===== config.mk =====
export PLATFORM = sky130hd
export DESIGN_NAME = hole_fall_detector
export DESIGN_NICKNAME = d
export VERILOG_FILES = /design/src/rtl/hole_fall_detector.sv
export SDC_FILE = /design/constraint.sdc
export NUM_CORES = 1
export LEC_CHECK = 0
export ABC_AREA = 1
export BUFFER_PORTS_ARGS = -buffer_cell sky130_fd_sc_hd__clkbuf_2
export CORE_UTILIZATION = 30
export CTS_CLUSTER_DIAMETER = 60
export DETAILED_ROUTE_END_ITERATION = 10
export GPL_TIMING_DRIVEN = 0
export PLACE_DENSITY_LB_ADDON = 0.2
export SYNTH_ARGS = -nofsm -noshare
export SYNTH_HDL_FRONTEND = slang
export SYNTH_SLANG_ARGS = --single-unit

===== constraint.sdc =====
create_clock -name i_clk -period 11.95 [get_ports i_clk]
set_input_delay 2.39 -clock i_clk [delete_from_list [all_inputs] [get_ports i_clk]]
set_output_delay 2.39 -clock i_clk [all_outputs]
set_load 0.005 [all_outputs]

===== src/rtl/hole_fall_detector.sv =====
// hole_fall_detector
//   Win/fail hole detector for the teeter board. One distance unit is shared
//   across all holes: the win hole and HOLE_NUM fail holes are scanned one per
//   cycle after a frame tick. A hit counts only once the ball has stayed in
//   the same hole for DWELL_FRAMES frames. After a hit the result is latched
//   and a FALL_FRAMES-tick fall window runs.
//
// Ports
//   i_clk, i_rst       clock, async active-low reset
//   is_game_playing    low = abort, clear results, back to IDLE
//   i_frame_tick       one pulse per frame, starts a scan from IDLE
//   i_bl_x/_y          ball centre
//   i_wh_pos_x/_y      win hole centre
//   i_fh_pos_x/_y      fail hole k centre at [10k+9:10k]
//   i_fh_en            per fail hole enable
//   o_win, o_fail      committed result (sticky until abort)
//   o_fail_each        one-hot committed fail hole
//   o_pos_fall_x/_y    committed hole centre, else SPRITE_BL_X/Y
//   o_falling          high during the fall window
//   o_fall_done        one-cycle pulse when the fall window ends
//   o_busy             high while scanning or evaluating

// Squared euclidean distance between two points, 10-bit unsigned coordinates.
module hole_dist (
   input  logic [9:0]  ax,
   input  logic [9:0]  ay,
   input  logic [9:0]  bx,
   input  logic [9:0]  by,
   output logic [20:0] dist2
);
   logic [9:0]  dx, dy;
   logic [19:0] sqx, sqy;

   // Absolute difference, so far-apart points never wrap to look close.
   assign dx    = (ax >= bx) ? (ax - bx) : (bx - ax);
   assign dy    = (ay >= by) ? (ay - by) : (by - ay);
   assign sqx   = {10'd0, dx} * {10'd0, dx};
   assign sqy   = {10'd0, dy} * {10'd0, dy};
   assign dist2 = {1'b0, sqx} + {1'b0, sqy};
endmodule

module hole_fall_detector #(
   parameter int RADIUS       = 16,
   parameter int HOLE_NUM     = 5,
   parameter int DWELL_FRAMES = 2,
   parameter int FALL_FRAMES  = 30,
   parameter int SPRITE_BL_X  = 0,
   parameter int SPRITE_BL_Y  = 0
) (
   input  logic                   i_clk,
   input  logic                   i_rst,
   input  logic                   is_game_playing,
   input  logic                   i_frame_tick,
   input  logic [9:0]             i_bl_x,
   input  logic [9:0]             i_bl_y,
   input  logic [9:0]             i_wh_pos_x,
   input  logic [9:0]             i_wh_pos_y,
   input  logic [10*HOLE_NUM-1:0] i_fh_pos_x,
   input  logic [10*HOLE_NUM-1:0] i_fh_pos_y,
   input  logic [HOLE_NUM-1:0]    i_fh_en,
   output logic                   o_win,
   output logic                   o_fail,
   output logic [HOLE_NUM-1:0]    o_fail_each,
   output logic [9:0]             o_pos_fall_x,
   output logic [9:0]             o_pos_fall_y,
   output logic                   o_falling,
   output logic                   o_fall_done,
   output logic                   o_busy
);
   localparam int IW = $clog2(HOLE_NUM + 1);
   localparam int CW = $clog2(HOLE_NUM + 2);
   localparam int DW = $clog2(DWELL_FRAMES + 1);
   localparam int FW = $clog2(FALL_FRAMES + 1);
   localparam logic [20:0] R2     = 21'(RADIUS * RADIUS);
   localparam logic [9:0]  BL_X   = 10'(SPRITE_BL_X);
   localparam logic [9:0]  BL_Y   = 10'(SPRITE_BL_Y);

   typedef enum logic [2:0] {IDLE, SCAN, EVAL, FALL, DONE} state_t;

   state_t                state_q, state_n;
   logic [IW-1:0]         idx_q, idx_n;
   logic [9:0]            bx_q, bx_n, by_q, by_n;
   logic [HOLE_NUM:0]     hit_q, hit_n;
   logic [CW-1:0]         cand_q, cand_n;
   logic [DW-1:0]         dwell_q, dwell_n;
   logic [FW-1:0]         fcnt_q, fcnt_n;
   logic                  win_q, win_n, fail_q, fail_n;
   logic [HOLE_NUM-1:0]   each_q, each_n;
   logic [9:0]            px_q, px_n, py_q, py_n;
   logic                  falling_q, falling_n, done_q, done_n, busy_q, busy_n;

   // Hole table: entry 0 is the win hole, entry k+1 is fail hole k.
   logic [HOLE_NUM:0][9:0] hx_all, hy_all;
   logic [HOLE_NUM:0]      en_all;
   logic [20:0]            dist2;
   logic                   scan_hit;

   always_comb begin
      hx_all[0] = i_wh_pos_x;
      hy_all[0] = i_wh_pos_y;
      for (int k = 0; k < HOLE_NUM; k++) begin
         hx_all[k+1] = i_fh_pos_x[10*k +: 10];
         hy_all[k+1] = i_fh_pos_y[10*k +: 10];
      end
   end
   assign en_all = {i_fh_en, 1'b1};

   hole_dist u_dist (
      .ax    (bx_q),
      .ay    (by_q),
      .bx    (hx_all[idx_q]),
      .by    (hy_all[idx_q]),
      .dist2 (dist2)
   );

   assign scan_hit = (dist2 < R2) && en_all[idx_q];

   // Candidate selection: win beats any fail hole, lowest fail index wins.
   logic [HOLE_NUM-1:0] fh_hits, fail_oh;
   logic [CW-1:0]       fail_code, eval_cand;
   logic [9:0]          fail_px, fail_py;

   assign fh_hits = hit_q[HOLE_NUM:1];
   assign fail_oh = fh_hits & (~fh_hits + HOLE_NUM'(1));

   always_comb begin
      fail_code = '0;
      fail_px   = '0;
      fail_py   = '0;
      for (int k = HOLE_NUM - 1; k >= 0; k--)
         if (fh_hits[k]) fail_code = CW'(k + 2);
      for (int k = 0; k < HOLE_NUM; k++)
         if (fail_oh[k]) begin
            fail_px = fail_px | hx_all[k+1];
            fail_py = fail_py | hy_all[k+1];
         end
   end
   assign eval_cand = hit_q[0] ? CW'(1) : fail_code;

   always_comb begin
      state_n = state_q;
      idx_n   = idx_q;
      bx_n    = bx_q;
      by_n    = by_q;
      hit_n   = hit_q;
      cand_n  = cand_q;
      dwell_n = dwell_q;
      fcnt_n  = fcnt_q;
      win_n   = win_q;
      fail_n  = fail_q;
      each_n  = each_q;
      px_n    = px_q;
      py_n    = py_q;
      done_n  = 1'b0;

      case (state_q)
         IDLE: if (i_frame_tick) begin
            bx_n    = i_bl_x;
            by_n    = i_bl_y;
            idx_n   = '0;
            hit_n   = '0;
            state_n = SCAN;
         end
         SCAN: begin
            hit_n[idx_q] = scan_hit;
            if (idx_q == IW'(HOLE_NUM)) state_n = EVAL;
            else                        idx_n   = idx_q + IW'(1);
         end
         EVAL: begin
            cand_n = eval_cand;
            if (eval_cand == '0)
               dwell_n = '0;
            else if (eval_cand == cand_q)
               dwell_n = (dwell_q == DW'(DWELL_FRAMES)) ? dwell_q : dwell_q + DW'(1);
            else
               dwell_n = DW'(1);

            if (eval_cand != '0 && dwell_n == DW'(DWELL_FRAMES)) begin
               win_n   = hit_q[0];
               fail_n  = !hit_q[0];
               each_n  = hit_q[0] ? '0 : fail_oh;
               px_n    = hit_q[0] ? hx_all[0] : fail_px;
               py_n    = hit_q[0] ? hy_all[0] : fail_py;
               fcnt_n  = '0;
               state_n = FALL;
            end else begin
               state_n = IDLE;
            end
         end
         FALL: if (i_frame_tick) begin
            if (fcnt_q == FW'(FALL_FRAMES - 1)) begin
               state_n = DONE;
               done_n  = 1'b1;
            end else begin
               fcnt_n = fcnt_q + FW'(1);
            end
         end
         DONE: ;
         default: state_n = IDLE;
      endcase

      // Abort wins over any tick or commit in the same cycle.
      if (!is_game_playing) begin
         state_n = IDLE;
         hit_n   = '0;
         cand_n  = '0;
         dwell_n = '0;
         fcnt_n  = '0;
         win_n   = 1'b0;
         fail_n  = 1'b0;
         each_n  = '0;
         px_n    = BL_X;
         py_n    = BL_Y;
         done_n  = 1'b0;
      end

      falling_n = (state_n == FALL);
      busy_n    = (state_n == SCAN) || (state_n == EVAL);
   end

   always_ff @(posedge i_clk or negedge i_rst) begin
      if (!i_rst) begin
         state_q   <= IDLE;
         idx_q     <= '0;
         bx_q      <= '0;
         by_q      <= '0;
         hit_q     <= '0;
         cand_q    <= '0;
         dwell_q   <= '0;
         fcnt_q    <= '0;
         win_q     <= 1'b0;
         fail_q    <= 1'b0;
         each_q    <= '0;
         px_q      <= BL_X;
         py_q      <= BL_Y;
         falling_q <= 1'b0;
         done_q    <= 1'b0;
         busy_q    <= 1'b0;
      end else begin
         state_q   <= state_n;
         idx_q     <= idx_n;
         bx_q      <= bx_n;
         by_q      <= by_n;
         hit_q     <= hit_n;
         cand_q    <= cand_n;
         dwell_q   <= dwell_n;
         fcnt_q    <= fcnt_n;
         win_q     <= win_n;
         fail_q    <= fail_n;
         each_q    <= each_n;
         px_q      <= px_n;
         py_q      <= py_n;
         falling_q <= falling_n;
         done_q    <= done_n;
         busy_q    <= busy_n;
      end
   end

   assign o_win        = win_q;
   assign o_fail       = fail_q;
   assign o_fail_each  = each_q;
   assign o_pos_fall_x = px_q;
   assign o_pos_fall_y = py_q;
   assign o_falling    = falling_q;
   assign o_fall_done  = done_q;
   assign o_busy       = busy_q;
endmodule


==> flow_summary.json <==
{
  "path_class": "input pin to register",
  "grt_pass1_wl_um": 67400,
  "fp-row-count": 73,
  "finalHoldViolCount": 0,
  "gp_congestion": 0.9676,
  "cpPeakStageDelay_ps": 710,
  "die_area_um2": 41540,
  "holdPathStages": 2,
  "worstReg2RegStart": "idx_q[0]",
  "hpwl_um": 36580,
  "grt_use_total_pct": 21.30,
  "netlist_area_um2": 12220,
  "grt_pass1_vias": 12118,
  "routed_via_density": 4.870,
  "syn_avg_cell_area_um2": 7.468,
  "period_share_pct": 95.29,
  "grt_overflow": 0,
  "endpoint_kind": "register",
  "maxSlewHeadroom_pct": 27.79,
  "cp_common_cell": "fa_1",
  "grt_antenna_before_repair": 2,
  "pre_cts_slack_ps": 2.096,
  "fmax_mhz": 87.82,
  "slew_viol_final": 0,
  "yosys.area.top_type_share_pct": 21.96,
  "post_dp_cell_area_um2": 13800,
  "ys_seq_elements": 72,
  "setup.worst_path.start_class": "input pin",
  "skew_ps": 12.60,
  "postCtsSetupRepairBufs": 0,
  "synth_nets": 2045,
  "synthTopCellsByArea": "fa_1 (22%), dfrtp_1 (15%), ha_1 (13%)",
  "r2r.worst_path.cells": 43,
  "nets": 2235,
  "wl_per_cell_um": 18.16,
  "htreeDepth": 3,
  "drt_iter0_drc": 578,
  "clkTransAtPathRegs_ps": 70,
  "final-setup-viol-count": 0,
  "synth_edf_count": 0,
  "crit_fanout": 10,
  "core_area_um2": 39910,
  "setup_slack_ps": 563.2,
  "cts_resized": 0,
  "layout-drive-gt1-share_pct": 14.58,
  "status": "finished clean",
  "wl_um": 42800,
  "min_period_ps": 11390,
  "synthFlopType": "dfrtp_1",
  "hold_path_class": "register to register",
  "async_reset_ff_share_pct": 100.0,
  "cp-startpoint": "i_fh_pos_x[3]",
  "die_w_um": 203.8,
  "worst_ep_arrival_time_ps": 11690,
  "yosys_warnings": 0,
  "synthCells": 1636,
  "cts_buffer_depth": 2,
  "hold_start": "o_pos_fall_y[5]",
  "grt_start_max_net_pins": 38,
  "die_h_um": 203.8,
  "numCtsBuffers": 9,
  "design_area_um2": 14140,
  "cts_tree": "built",
  "vias": 11479,
  "rsz0062_at_grt": "false",
  "hold_slack_ps": 485.2,
  "cts-root-buf": "clkbuf_16",
  "ios": 179,
  "area_delta_synth_final_pct": 15.70,
  "clk_latency_ps": 370,
  "ant_nets": 0,
  "dr.pass1.iters": 5,
  "cts_sinks": 72,
  "numPortBuffers": 178,
  "drc": 0,
  "yosys.area.top_type": "fa_1",
  "slowest_stage": "nor3_1",
  "worst-slew-pin-transition_ps": 1077,
  "synth_cell_types": 57,
  "seq_area_frac_synth_pct": 14.75,
  "initial_core_util_pct": 30.61,
  "cap_violations": 0,
  "finalSetupTns_ps": 0,
  "worst_ep_required_time_ps": 12250,
  "postCtsHoldBufs": 0
}
-- layout make-up --
class | count | area [um^2]
diodes | 1 | 2.502
plain buffers | 37 | 180.2
clock buffers | 9 | 225.2
clock inverters | 7 | 80.08
fillers | 4300 | 25780
inverters | 368 | 1381
multi-input cells | 1159 | 8887
flip-flops and latches | 72 | 1802
well taps | 525 | 656.9
repair buffers | 179 | 920.9
-- final timing paths --
| check | to | slack [ps] |
|---|---|---|
| hold / removal | o_pos_fall_y[5] | 490 |
| max in group asynchronous | by_q[0] | 9300 |
| min in group asynchronous | o_pos_fall_x[7] | 2020 |
| setup reg to reg | hit_q[2] | 1220 |
| setup / recovery | hit_q[2] | 560 |
| hold reg to reg | o_pos_fall_y[5] | 490 |
-- registers in the layout (all words and copies together) (netlist names) --
register      count
state_q           3
o_falling         1
o_fail_each       5
o_fall_done       1
cand_q            3
o_pos_fall_x     10
hit_q             6
o_pos_fall_y     10
dwell_q           2
o_win             1
o_fail            1
bx_q             10
o_busy            1
by_q             10
fcnt_q            5
idx_q             3
-- synth_stat cells (all sizes together) (5+ instances only) --
| master | count |
|---|---|
| a211oi | 8 |
| a21oi | 75 |
| a221oi | 13 |
| a22oi | 9 |
| buf | 16 |
| clkbuf | 21 |
| clkinv | 6 |
| dfrtp | 72 |
| fa | 134 |
| ha | 126 |
| inv | 362 |
| nand2 | 306 |
| nand3 | 55 |
| nor2 | 167 |
| nor3 | 37 |
| nor4 | 6 |
| o2111ai | 7 |
| o211ai | 9 |
| o21ai | 95 |
| o221ai | 10 |
| o22ai | 14 |
| o2bb2ai | 8 |
| o41ai | 5 |
| xnor2 | 10 |
| xor2 | 29 |
-- logic make-up (layout without fill, tap and decap cells) --
group / Yosys count / after routing / synth area share, %
compound gates: 275 / 275 / 13.94
fa+ha+maj: 260 / 260 / 34.86
mux: 4 / 4 / 0.3277
buf+inv: 405 / 600 / 12.78
other cells: 0 / 1 / 0
flops: 72 / 72 / 14.75
xor+xnor: 39 / 39 / 2.980
simple gates: 581 / 581 / 20.37
-- worst max-delay path: cells and delay by family --
family,cells,cell delay [ps]
fa+ha+maj,9,4330
simple gates,18,2910
xor+xnor,2,710
buf+inv,9,700
mux,1,320
compound gates,2,300
-- cells in the final DEF (no fill, tap or decap), drive strengths merged, types with 14 or more instances in the layout --
cell,count
clkbuf,208
inv,364
dfrtp,72
nor3,37
buf,17
fa,134
nor2,167
o21ai,95
a21oi,75
xor2,29
ha,126
o22ai,14
nand2,306
nand3,55
-- layer usage --
metal	track usage, %	share of wire (%)	vias up
met1	26.57	42	5461
met3	3.348	6.3	66
met2	36.88	48	389
li1	-	-	5561
met4	7.734	3.1	2
met5	0	0.028	-
-- per-stage QoR --
step,util (%),std cells
final,35.42,2357
after global routing,35.41,2356
after CTS,35.34,2356
after detailed placement,34.58,2340
after global placement,34.49,2339
after floorplan,-,1636
Power is not shown: default switching activity piles up to over one toggle a cycle in this logic, so the estimate is an artifact.
